### config.mk
export PLATFORM = sky130hd
export DESIGN_NAME = seq_detect
export DESIGN_NICKNAME = d
export VERILOG_FILES = /design/src/rtl/seqdet_pkg.sv /design/src/rtl/sat_counter.sv /design/src/rtl/seq_detect.sv
export SDC_FILE = /design/constraint.sdc
export NUM_CORES = 1
export LEC_CHECK = 0
export ABC_CLOCK_PERIOD_IN_PS = 1470
export CORE_AREA = 5 5 42 44
export DETAILED_ROUTE_END_ITERATION = 6
export DIE_AREA = 0 0 47 49
export PLACE_DENSITY = 0.54
export SLEW_MARGIN = 40
export SYNTH_ARGS = -nofsm -noshare
export SYNTH_HDL_FRONTEND = slang
export SYNTH_SLANG_ARGS = --single-unit
### constraint.sdc
create_clock -name C -period 1.47 [get_ports C]
set_clock_uncertainty 0.1 [all_clocks]
set_input_delay 0.294 -clock C [delete_from_list [all_inputs] [get_ports C]]
set_output_delay 0.294 -clock C [all_outputs]
set_load 0.03 [all_outputs]
### src/rtl/seqdet_pkg.sv
// Shared constants for the serial pattern detector: default pattern and the
// fill-state encoding that benches use to decode history occupancy.
package seqdet_pkg;

  localparam logic [3:0] SEQDET_PAT_DEFAULT = 4'b1011;

  typedef enum logic [1:0] {
    FILL_EMPTY = 2'd0,
    FILL_PART  = 2'd1,
    FILL_FULL  = 2'd2
  } fill_state_t;

endpackage

### src/rtl/sat_counter.sv
// Saturating up-counter: counts INC pulses and parks at all-ones.
module sat_counter #(
  parameter int CW = 8
) (
  input  logic          C,
  input  logic          R,
  input  logic          INC,
  output logic [CW-1:0] Q
);

  logic [CW-1:0] r_q;

  always_ff @(posedge C) begin
    if (R) begin
      r_q <= '0;
    end else if (INC && (r_q != {CW{1'b1}})) begin
      r_q <= r_q + {{(CW-1){1'b0}}, 1'b1};
    end
  end

  assign Q = r_q;

endmodule

### src/rtl/seq_detect.sv
// Serial pattern detector with N-bit history and registered match pulse.
// Define SEQDET_COUNT_EN to build the CNT port and saturating match counter.
module seq_detect
  import seqdet_pkg::*;
#(
  parameter int             N       = 4,
  parameter logic [N-1:0]   PATTERN = N'(SEQDET_PAT_DEFAULT),
  parameter bit             OVERLAP = 1'b1,
  parameter int             CW      = 8
) (
  input  logic          C,
  input  logic          R,
  input  logic          EN,
  input  logic          D,
  output logic          M,
  output logic [N-1:0]  HIST,
  output logic          FULL
`ifdef SEQDET_COUNT_EN
  ,
  output logic [CW-1:0] CNT
`endif
);

  localparam int FW = $clog2(N + 1);
  localparam logic [FW-1:0] FILL_MAX = FW'(N);

  logic [N-1:0]  r_hist;
  logic [FW-1:0] r_fill;
  logic          r_m;

  logic [N-1:0]  w_nh;
  logic [FW-1:0] w_nf;
  logic          w_hit;
  logic [N-1:0]  w_hist_nxt;
  logic [FW-1:0] w_fill_nxt;
  logic          w_m_nxt;
  fill_state_t   w_state;

  // The fill count is the state register; EMPTY/PART/FULL are decoded from it.
  always_ff @(posedge C) begin
    if (R) begin
      r_hist <= '0;
      r_fill <= '0;
      r_m    <= 1'b0;
    end else begin
      r_hist <= w_hist_nxt;
      r_fill <= w_fill_nxt;
      r_m    <= w_m_nxt;
    end
  end

  always_comb begin
    w_nh       = {r_hist[N-2:0], D};
    w_nf       = (r_fill == FILL_MAX) ? FILL_MAX : r_fill + {{(FW-1){1'b0}}, 1'b1};
    w_hit      = (w_nf == FILL_MAX) && (w_nh == PATTERN);
    w_hist_nxt = r_hist;
    w_fill_nxt = r_fill;
    w_m_nxt    = 1'b0;
    if (EN) begin
      w_hist_nxt = w_nh;
      w_m_nxt    = w_hit;
      // Non-overlap restarts occupancy only; old history bits stay visible.
      w_fill_nxt = (w_hit && !OVERLAP) ? '0 : w_nf;
    end
  end

  always_comb begin
    w_state = FILL_PART;
    if (r_fill == '0) begin
      w_state = FILL_EMPTY;
    end else if (r_fill == FILL_MAX) begin
      w_state = FILL_FULL;
    end
  end

  assign M    = r_m;
  assign HIST = r_hist;
  assign FULL = (w_state == FILL_FULL);

`ifdef SEQDET_COUNT_EN
  sat_counter #(.CW(CW)) u_cnt (
    .C   (C),
    .R   (R),
    .INC (EN & w_hit),
    .Q   (CNT)
  );
`endif

endmodule

## After elaboration in Yosys (flattened, before gate mapping)

Index checks and enable logic that the tools add are counted.
Widths: inputs -> output; s select.

| storage, ports and cells | value |
|---|---|
| input port bits | 4 |
| output and inout bits | 6 |
| register bits | 8 |
| word-level logic and storage cells | 15 |

| operators by class | value |
|---|---|
| equality and inequality tests | 4 |
| add/subtract/negate cells | 1 |
| multiplexer cells | 3 |
| reduce and logical (&&, ||, !) cells | 3 |
| bitwise operators | 1 |

Operators with widths:

| kind | count |
|---|---|
| $eq 3x3->1 const B | 2 |
| $eq 4x4->1 const B | 1 |
| $mux 2 | 2 |
| $add 3x1->3 const B | 1 |
| $logic_not 3->1 | 1 |
| $mux 3 | 1 |
| $eq 2x2->1 const B | 1 |
| $reduce_or 2->1 | 1 |
| $logic_and 1x1->1 | 1 |
| $not 1->1 | 1 |

## Logic depth before layout (Yosys ltp)

| logic depth | value |
|---|---|
| depth in word-level cells | 4 |
| depth in mapped cells | 5 |
| gate-level depth less buffers | 5 |

## Worst setup path before layout

No wires, ideal clock.

| path | value |
|---|---|
| path type | register to register |
| from | reg r_fill[0] |
| to | reg r_m, in the netlist M |
| data required time | 1300 ps |
| clock period less this slack | 1312 ps |
| buffers on the path | 0 |
| cell stages (with the launch flop) | 5 |
| arrival time | 1143 ps |
| slack | 158 ps |
| cells stage by stage | dfxtp_1 -> inv_1 -> ha_1 -> or3_1 -> a21oi_1 |

| between the ends | value |
|---|---|
| word-level cells in the longest chain between the ends | 4 |
| elaborated cells between the ends (all ways) | 5 |
| classes of those cells | 1 x add/sub; 2 x eq/ne; 1 x mux; 1 x reduce/logical |

Ends and longest elaborated chain:

| element | line | RTL |
|---|---|---|
| start: declaration | seq_detect.sv:28 | `logic [FW-1:0] r_fill;` |
| start signal: assignment | seq_detect.sv:47 | `r_fill <= w_fill_nxt;` |
| $add 3x1->3 or $eq 3x3->1 (tied branches) | seq_detect.sv:54 | `w_nf = (r_fill == FILL_MAX) ? FILL_MAX : r_fill + {{(FW-1){1'b0}}, 1'b1};` |
| $mux 3 * | seq_detect.sv:54 |  |
| $eq 3x3->1 * | seq_detect.sv:55 | `w_hit = (w_nf == FILL_MAX) && (w_nh == PATTERN);` |
| $logic_and 1x1->1 * | seq_detect.sv:55 |  |
| end signal: assignment | seq_detect.sv:48 | `r_m <= w_m_nxt;` |
| end: declaration | seq_detect.sv:29 | `logic r_m;` |

Every way passes the cells marked *; elsewhere a longest branch is shown, timed or not.
A chain may end at the register's enable or synchronous reset.

## Worst setup path in the final report

| path | value |
|---|---|
| from | reg r_fill[0] |
| to | out FULL |

| between the ends | value |
|---|---|
| word-level cells in the longest chain between the ends | 4 |
| elaborated cells between the ends (all ways) | 5 |
| classes of those cells | 2 x eq/ne; 2 x mux; 1 x reduce/logical |

Ends and longest elaborated chain:

| element | line | RTL |
|---|---|---|
| $eq 3x3->1 | seq_detect.sv:71 | `end else if (r_fill == FILL_MAX) begin` |
| $mux 2 | seq_detect.sv:71 |  |
| $mux 2 * | seq_detect.sv:69 | `if (r_fill == '0) begin` |
| $eq 2x2->1 * | seq_detect.sv:78 | `assign FULL = (w_state == FILL_FULL);` |
| end: declaration | seq_detect.sv:17 | `output logic FULL` |

Marked as above.

==> reports/metrics.yaml <==
status:
  status: "complete, no violations"
die:
  core_um2: 1400
  die_w_um: 47
  ioPinCount: 10
  die_area_um2: 2300
  start_util_pct: 25.4
  std_cell_rows: 14
  die_h_um: 49
clock_tree:
  root_buffer: "clkbuf_4"
  tritoncts: "done"
  clk_latency_ns: 0.25
  cts.clk_slew.worst_paths_ns: 0.05
  cts_buffers: 3
  clockBufferDepth: 2
  cts.sinks: 8
  cts_hold_buf: 0
  htreeDepth: 1
global_routing:
  grt_pass1_wl_um: 1190
  grt.total_usage_pct: 7.43
  grt_max_degree: 11
  antenna_found_initial: 0
  overflow: 0
  grt_pass1_vias: 282
finish:
  final_util_pct: 39.2
  nets: 63
  num_antenna_cells: 0
  drive_above_1_share_pct: 38.2
  area_growth_pct: 54.6
  num-fill-cells: 148
yosys:
  avgSynthCellArea_um2: 9.35
  synthCells: 38
  ys_seq_area_share_pct: 45.1
  ys.warnings.count: 0
  ys_types: 16
  ys_ff_latch: 8
  synthesis.nets: 44
  syn-cell-area_um2: 355
sta:
  fmax_ghz: 0.704
  slew_headroom_pct: 79.5
  period_minus_slack_ns: 1.42
  setup_viol: 0
  finalHoldViolCount: 0
  finalSetupTns_ns: 0
  tightest_slew_ns: 0.308
  holdWs_ns: 0.397
  layout_setup_ws_ns: 0.0498
  slew_viol_final: 0
  fin_crit_sh_pct: 96.6
worst_setup_path:
  start_kind: "register"
  worstSetupEndpointType: "output pin"
  cp_max_fo: 3
  required_ns: 1.08
  critPathKind: "register to output pin"
  cp.arrival_ns: 1.03
routing:
  drc_errors: 0
  ant_nets: 0
  vias_per_cell: 4.46
  drt_first_pass_iters: 1
  post_drt_wl_per_cell_um: 11.3
  drt_iter0_markers: 0
  vias: 317
  wirelength_um: 803
placement:
  globalplace.congestion: 0.650
  hpwl_um: 586
  place_ws_ns: 0.0406
  port_buffers: 9
power_and_ir_drop:
  ir_drop_v: 0.000347
  p_leak_nw: 0.250
  powerDensity_nw_per_um2: 872
hold_path:
  hold_path.class: "register to register"
flow_run:
  timing.max_cap.violations: 0
==> where the power goes <==
part           total, mW  switching (mW)  internal, mW
combinational     0.0832          0.0394        0.0438
clock              0.164          0.0709        0.0932
sequential         0.232         0.00544         0.226
total              0.479           0.116         0.363
==> registers in the layout (all words and copies together) (netlist names) <==
| signal | cells |
|---|---|
| M | 1 |
| r_fill | 3 |
| HIST | 4 |
==> synth_stat cells (all sizes together) <==
| cell type | count | area [um2] |
|---|---|---|
| dfxtp | 8 | 160 |
| mux2i | 5 | 50.1 |
| nor2 | 5 | 18.8 |
| a21oi | 4 | 20.0 |
| inv | 3 | 11.3 |
| ha | 2 | 25.0 |
| nand3 | 2 | 10.0 |
| and4b | 1 | 11.3 |
| buf | 1 | 5.00 |
| clkbuf | 1 | 3.75 |
| nand2 | 1 | 3.75 |
| nand2b | 1 | 6.26 |
| nor3 | 1 | 5.00 |
| nor4bb | 1 | 10.0 |
| or3 | 1 | 6.26 |
| xnor2 | 1 | 8.76 |
==> routing by layer <==
layer	vias up	global-route usage [%]	share of wire (%)
met5	-	0	0
met4	0	1.38	0
met3	0	6.64	10
met2	11	11.5	53
met1	143	7.35	36
li1	163	-	-
==> final timing paths <==
path	start	endpoint	slack [ns]	depth (start not counted)
worst max-delay path	r_fill[0]	FULL	0.05	5
worst min-delay path	HIST[3]	HIST[3]	0.40	2
worst max register to register	r_fill[0]	M	0.09	5
worst min register to register	HIST[3]	HIST[3]	0.40	2
==> through the flow <==
step	power [mW]	instance area (um2)	cells
after CTS	0.479	526	70
after floorplan	0.275	355	38
after global placement	0.304	482	65
after detailed placement	0.305	482	65
after global routing	0.517	549	71
final	0.479	549	71
==> kinds of logic (layout without fill, tap and decap cells) <==
kind of cell    count (synthesis)  count (layout)  synth area share (%)
simple gates                   13              13                  20.1
flops                           8               8                  45.1
mux                             5               5                  14.1
buf+inv                         5              22                  5.63
compound gates                  4               4                  5.63
fa+ha+maj                       2               2                  7.04
xor+xnor                        1               1                  2.47
==> worst max-delay path, cell delays in order (launching register included) <==
cell and delay [ns]:
dfxtp_2 0.34, inv_2 0.05, ha_4 0.16, nand2_2 0.07, inv_2 0.04, buf_6 0.12
==> final cells by class <==
| class | count | area, um2 | share of cell area [%] |
|---|---|---|---|
| well taps | 16 | 20.0 | 3.64 |
| inverters | 3 | 11.3 | 2.05 |
| clock buffers | 3 | 22.5 | 4.10 |
| repair buffers | 16 | 136 | 24.8 |
| multi-input cells | 25 | 196 | 35.8 |
| flip-flops and latches | 8 | 163 | 29.6 |
==> repair_timing <==
action / 4_1_cts / 5_1_grt
setup endpoints to repair: 5 / 2
gates resized for setup: 10 / 4
buffers inserted: 2 / 1
pin swaps: 1 / 1
gates cloned: 0 / 0
==> cells in the final DEF, fill, tap and decap left out <==
cell,synthesis,routed
mux2i_1,5,5
buf_4,0,8
xnor2_1,1,1
inv_2,0,2
or3_1,1,1
nor4bb_1,1,1
inv_1,3,1
nand2_2,0,1
dfxtp_1,8,6
clkdlybuf4s50_1,0,3
clkbuf_4,0,3
a21oi_1,4,3
dfxtp_2,0,2
buf_6,0,1
nand3_1,2,2
a21oi_2,0,1
nor2_1,5,5
and4b_2,1,1
dlygate4sd2_1,0,4
ha_2,0,1
nand2b_1,1,1
nor3_1,1,1
ha_4,0,1
(Power assumes the default switching activity.)
